===== src/rtl/fu_wb_arbiter.sv =====
//------------------------------------------------------------------------------
// Module      : fu_wb_arbiter
// Description : Round-robin writeback arbiter. Each functional-unit result
//               channel owns a small circular FIFO. The head entries are
//               arbitrated onto a single scoreboard writeback port. A grant
//               that meets backpressure is locked until it is accepted.
// Revision    : 1.0 - initial release
//------------------------------------------------------------------------------
`default_nettype none

module fu_wb_arbiter #(
  parameter int unsigned NrChannels   = 4,
  parameter int unsigned FifoDepth    = 2,
  parameter int unsigned DataWidth    = 64,
  parameter int unsigned TransIdWidth = 3
) (
  input  logic                               clk_i,
  input  logic                               rst_ni,
  input  logic                               flush_i,
  input  logic [NrChannels-1:0]              ch_valid_i,
  output logic [NrChannels-1:0]              ch_ready_o,
  input  logic [NrChannels*DataWidth-1:0]    ch_result_i,
  input  logic [NrChannels*TransIdWidth-1:0] ch_trans_id_i,
  input  logic [NrChannels-1:0]              ch_ex_i,
  output logic                               wb_valid_o,
  input  logic                               wb_ready_i,
  output logic [DataWidth-1:0]               wb_result_o,
  output logic [TransIdWidth-1:0]            wb_trans_id_o,
  output logic                               wb_ex_o,
  output logic [$clog2(NrChannels)-1:0]      wb_channel_o
);

  localparam int unsigned CH_W    = $clog2(NrChannels);
  // A single-entry buffer still needs a 1-bit pointer to stay legal.
  localparam int unsigned PTR_W   = (FifoDepth > 1) ? $clog2(FifoDepth) : 1;
  localparam int unsigned CNT_W   = $clog2(FifoDepth + 1);
  localparam int unsigned ENTRY_W = DataWidth + TransIdWidth + 1;

  logic [NrChannels-1:0] nonempty;
  logic [NrChannels-1:0] push;
  logic [NrChannels-1:0] pop;
  logic [ENTRY_W-1:0]    heads [NrChannels];

  logic                  locked;
  logic [CH_W-1:0]       lock_ch;
  logic [CH_W-1:0]       rr_ptr;
  logic [CH_W-1:0]       search_ch;
  logic [CH_W-1:0]       grant;
  logic                  found;
  logic [CH_W:0]         idx;
  logic                  accept;
  logic [ENTRY_W-1:0]    head;

  // Circular pointer advance, wrapping at the last buffer slot.
  function automatic logic [PTR_W-1:0] ptr_inc(input logic [PTR_W-1:0] p);
    return (p == PTR_W'(FifoDepth - 1)) ? '0 : p + 1'b1;
  endfunction

  assign accept = wb_valid_o & wb_ready_i;

  for (genvar i = 0; i < NrChannels; i++) begin : g_ch
    logic [ENTRY_W-1:0] mem [FifoDepth];
    logic [PTR_W-1:0]   wr_ptr;
    logic [PTR_W-1:0]   rd_ptr;
    logic [CNT_W-1:0]   count;
    logic               full;

    // Ready depends on the current count only, so a pop cannot free a slot
    // for a push in the same cycle.
    assign full          = (count == CNT_W'(FifoDepth));
    assign ch_ready_o[i] = ~full;
    assign nonempty[i]   = (count != '0);
    assign push[i]       = ch_valid_i[i] & ~full & ~flush_i;
    assign pop[i]        = accept & (grant == CH_W'(i)) & ~flush_i;
    assign heads[i]      = mem[rd_ptr];

    // Pointer and occupancy bookkeeping; flush empties the buffer.
    always_ff @(posedge clk_i or negedge rst_ni) begin
      if (!rst_ni) begin
        count  <= '0;
        wr_ptr <= '0;
        rd_ptr <= '0;
      end else if (flush_i) begin
        count  <= '0;
        wr_ptr <= '0;
        rd_ptr <= '0;
      end else begin
        if (push[i]) wr_ptr <= ptr_inc(wr_ptr);
        if (pop[i])  rd_ptr <= ptr_inc(rd_ptr);
        if (push[i] && !pop[i])      count <= count + 1'b1;
        else if (!push[i] && pop[i]) count <= count - 1'b1;
      end
    end

    // Result storage: {ex, trans_id, result}; contents need no reset.
    always_ff @(posedge clk_i) begin
      if (push[i]) begin
        mem[wr_ptr] <= {ch_ex_i[i],
                        ch_trans_id_i[i*TransIdWidth +: TransIdWidth],
                        ch_result_i[i*DataWidth +: DataWidth]};
      end
    end
  end

  // First non-empty channel at or after rr_ptr, wrapping round.
  always_comb begin
    found     = 1'b0;
    search_ch = '0;
    idx       = '0;
    for (int k = 0; k < NrChannels; k++) begin
      idx = {1'b0, rr_ptr} + (CH_W+1)'(k);
      if (idx >= (CH_W+1)'(NrChannels)) idx = idx - (CH_W+1)'(NrChannels);
      if (!found && nonempty[idx[CH_W-1:0]]) begin
        found     = 1'b1;
        search_ch = idx[CH_W-1:0];
      end
    end
  end

  assign grant      = locked ? lock_ch : search_ch;
  assign wb_valid_o = |nonempty;
  assign head       = heads[grant];

  // Outputs are forced to zero whenever nothing is offered.
  assign wb_result_o   = wb_valid_o ? head[DataWidth-1:0] : '0;
  assign wb_trans_id_o = wb_valid_o ? head[DataWidth +: TransIdWidth] : '0;
  assign wb_ex_o       = wb_valid_o & head[ENTRY_W-1];
  assign wb_channel_o  = wb_valid_o ? grant : '0;

  // Grant lock under backpressure and round-robin pointer update on accept.
  always_ff @(posedge clk_i or negedge rst_ni) begin
    if (!rst_ni) begin
      locked  <= 1'b0;
      lock_ch <= '0;
      rr_ptr  <= '0;
    end else if (flush_i) begin
      locked  <= 1'b0;
      lock_ch <= '0;
      rr_ptr  <= '0;
    end else if (wb_valid_o && !wb_ready_i) begin
      locked  <= 1'b1;
      lock_ch <= grant;
    end else if (accept) begin
      locked  <= 1'b0;
      rr_ptr  <= (grant == CH_W'(NrChannels - 1)) ? '0 : grant + 1'b1;
    end
  end

endmodule

`default_nettype wire


===== config.mk =====
export PLATFORM = sky130hd
export DESIGN_NAME = fu_wb_arbiter
export DESIGN_NICKNAME = d
export VERILOG_FILES = /design/src/rtl/fu_wb_arbiter.sv
export SDC_FILE = /design/constraint.sdc
export NUM_CORES = 1
export LEC_CHECK = 0
export CORE_MARGIN = 1.5
export CORE_UTILIZATION = 54
export DETAILED_ROUTE_END_ITERATION = 6
export MAX_ROUTING_LAYER = met4
export PLACE_DENSITY = 0.8
export SYNTH_ARGS = -nofsm -noshare
export SYNTH_HDL_FRONTEND = slang
export SYNTH_SLANG_ARGS = --single-unit

===== constraint.sdc =====
create_clock -name clk_i -period 7.55 [get_ports clk_i]
set_clock_uncertainty 0.2 [all_clocks]
set_input_delay 2.265 -clock clk_i [delete_from_list [all_inputs] [get_ports clk_i]]
set_output_delay 2.265 -clock clk_i [all_outputs]
set_load 0.02 [all_outputs]

==> qor.yml <==
grt:
  grt_pass1_vias: 14050
  grt_pass1_wl_um: 85880
  grt_max_degree: 74
  antenna_found_initial: 16
  grt.overflow.total: 0
  grt_usage_pct: 27.29
worst_hold_path:
  hp-class: "flip-flop to flip-flop"
yosys:
  async_flop_share_pct: 3.717
  synthTopCellsByCount: "544 x edfxtp_1, 204 x mux2_2, 73 x mux2i_1"
  yosysWarnings: 0
  syn_area_sq_um: 22670
  yosysTopAreaCellShare_pct: 72.05
  yosysSeqAreaShare_pct: 74.37
  synth_most_common_cell: "edfxtp_1"
  ys_types: 51
  ys.flop_type: "edfxtp_1"
  synth_seq_cells: 565
  avgSynthCellArea_sq_um: 17.11
  synth_top_area_cell: "edfxtp_1"
  synth_nets: 1606
  synth_edf_count: 544
  synthCells: 1325
  synth_area_leaders: "edfxtp_1 72%, mux2_2 10%, mux2i_1 3.2%, a211oi_1 2.4%, dfrtp_1 2.3%"
drt:
  ant_nets: 0
  top_layer_used: "met4"
  routed-wl-met3_um: 4740
  drt_iter0_drc: 1157
  dr.pass1.iters: 5
  drc: 0
  wl_per_cell_um: 25.26
  drt-met1-wl_um: 22050
  vias_per_cell: 5.996
  finalWirelength_um: 57230
  vias: 13590
  routed-wl-met2_um: 28590
cells_and_area:
  finalNonFillerCells: 2266
  final_util_pct: 69.50
  area_growth_pct: 26.02
  drive_gt1_share_pct: 19.44
  finalNetCount: 1956
cts:
  cts_tree: "built"
  cts_sinks: 565
  post_cts_buffers: 0
  clock_path_buffers: 3
  cts_hold_buf: 0
  clock-root-buffer: "clkbuf_16"
  cts-resized-gates: 0
  htree_levels: 2
  cts_made_buffers: 56
  cts.clk_slew.worst_paths_ns: 0.06
  clock_latency_ns: 0.59
critical_path:
  cp_max_fo: 38
  cp-endpoint: "wb_result_o[54]"
  rrSetupSlack_ns: 3.59
  cp-startpoint: "g_ch[3].count[1]$_DFFE_PN0P_"
  reg2reg_from: "g_ch[3].count[1]$_DFFE_PN0P_"
  regToRegEndpoint: "g_ch[2].count[1]$_DFFE_PN0P_"
  critical_path_required_ns: 5.09
  crit_arrival_ns: 4.32
  r2r_cells: 11
  critPathKind: "flip-flop to output pin"
  critPathLaunchType: "flip-flop"
  end_kind: "output pin"
placement:
  placed_cells: 2149
  globalplace.congestion: 0.8629
  port_buffers: 354
  place_ws_ns: 1.350
  dpl.hpwl_um: 36450
timing:
  drv_slew: 0
  fin_tns_setup_ns: 0
  max_freq_mhz: 147.3
  tightest_slew_ns: 1.231
  rsz0062_at_grt: "no"
  min_period_ns: 6.787
  finalHoldViolations: 0
  fin_crit_sh_pct: 89.90
  fin_ws_ns: 0.7629
  finalSetupViolCount: 0
  relSlewSlack_pct: 17.94
floorplanning:
  start_util_pct: 55.15
  fp.dieH_um: 207.9
  coreArea_sq_um: 41110
  dieWidth_um: 207.9
  ios: 355
  dieArea_sq_um: 43220
  rows: 74
run:
  maxCapViolCount: 0
outcome:
  status: "finished clean"
pwr:
  power_density_nw_per_um2: 454.1
  ir_drop_mv: 0.4455
  p_leak_nw: 9.147
final cells by class:
class | count | area, sq um
antenna | 16 | 40.04
clock buffer | 69 | 1471
clock inverter | 32 | 210.2
fill | 2663 | 12540
inverter | 6 | 22.52
multi-input combinational | 664 | 5518
sequential | 565 | 16880
tap | 532 | 665.6
timing repair buffer | 382 | 3766
logic make-up (layout without fill, tap and decap cells):
family,after synthesis,after routing,share of synthesized area (%)
simple gates,126,126,2.831
compound gates,246,246,7.070
mux,278,278,13.41
other cells,0,16,0
flops,565,565,74.37
buf+inv,96,489,1.766
xor+xnor,13,13,0.5022
fa+ha+maj,1,1,0.05518
layer usage:
metal	global-route usage (%)	vias up
li1	-	6018
met1	33.73	6795
met2	44.35	653
met3	6.249	121
met4	9.917	0
met5	-	-
layout by cell type, fill, tap and decap left out, types with 3 or more instances in the layout:
cell type,instances
edfxtp_1,544
clkdlybuf4s50_1,354
mux2_2,204
mux2i_1,73
a211oi_1,71
o22ai_1,68
a21oi_1,57
clkbuf_16,57
nor3_1,56
o21ai_0,34
buf_4,27
nor2_1,26
dfrtp_1,17
diode_2,16
clkinv_1,14
clkbuf_1,12
clkinv_2,10
nand2_1,9
xor2_1,8
nand2b_1,6
xnor2_1,5
inv_1,4
nor3_4,4
clkinvlp_4,4
dfrtp_4,4
and2_1,3
nor3b_2,3
metrics by stage:
step           power [mW]  hold WS (ns)  cell area [sq um]
2_1_floorplan       7.709        0.2813              22700
3_3_place_gp        10.32        0.3006              26850
3_5_place_dp        10.41        0.3268              26850
4_1_cts             13.03        0.3368              28530
5_1_grt             13.47        0.3659              28570
6_report            12.97        0.3312              28570
critical path, cell delays in order (launching register included):
cell,delay [ns]
dfrtp_1,0.42
or2_1,0.29
o32ai_1,0.34
o211a_4,0.39
nor2_1,0.14
inv_2,0.63
buf_4,0.39
a21oi_1,0.13
a211oi_1,0.32
clkdlybuf4s50_1,0.67
state kept, by name, summed over array words and instances (netlist names):
name         count
g_ch.mem       544
g_ch.count       8
g_ch.rd_ptr      4
g_ch.wr_ptr      4
lock_ch          2
rr_ptr           2
locked           1
power breakdown:
part	leakage, nW	internal [mW]	switching, mW
Sequential	5.26	3.78	0.290
Clock	0.815	1.45	1.14
Combinational	3.07	2.60	3.72
how the worst min path moves through the flow:
stage	endpoint	from	depth (start not counted)
after floorplan	g_ch[1].count[1]$_DFFE_PN0P_	g_ch[1].count[1]$_DFFE_PN0P_	1
after global placement	g_ch[1].count[1]$_DFFE_PN0P_	g_ch[1].count[1]$_DFFE_PN0P_	1
after detailed placement	g_ch[1].count[1]$_DFFE_PN0P_	g_ch[1].count[1]$_DFFE_PN0P_	1
after CTS	g_ch[1].count[1]$_DFFE_PN0P_	g_ch[1].count[1]$_DFFE_PN0P_	1
after global routing	g_ch[1].count[1]$_DFFE_PN0P_	g_ch[1].count[1]$_DFFE_PN0P_	1
final	g_ch[1].count[1]$_DFFE_PN0P_	g_ch[1].count[1]$_DFFE_PN0P_	1
(Power assumes the default switching activity.)
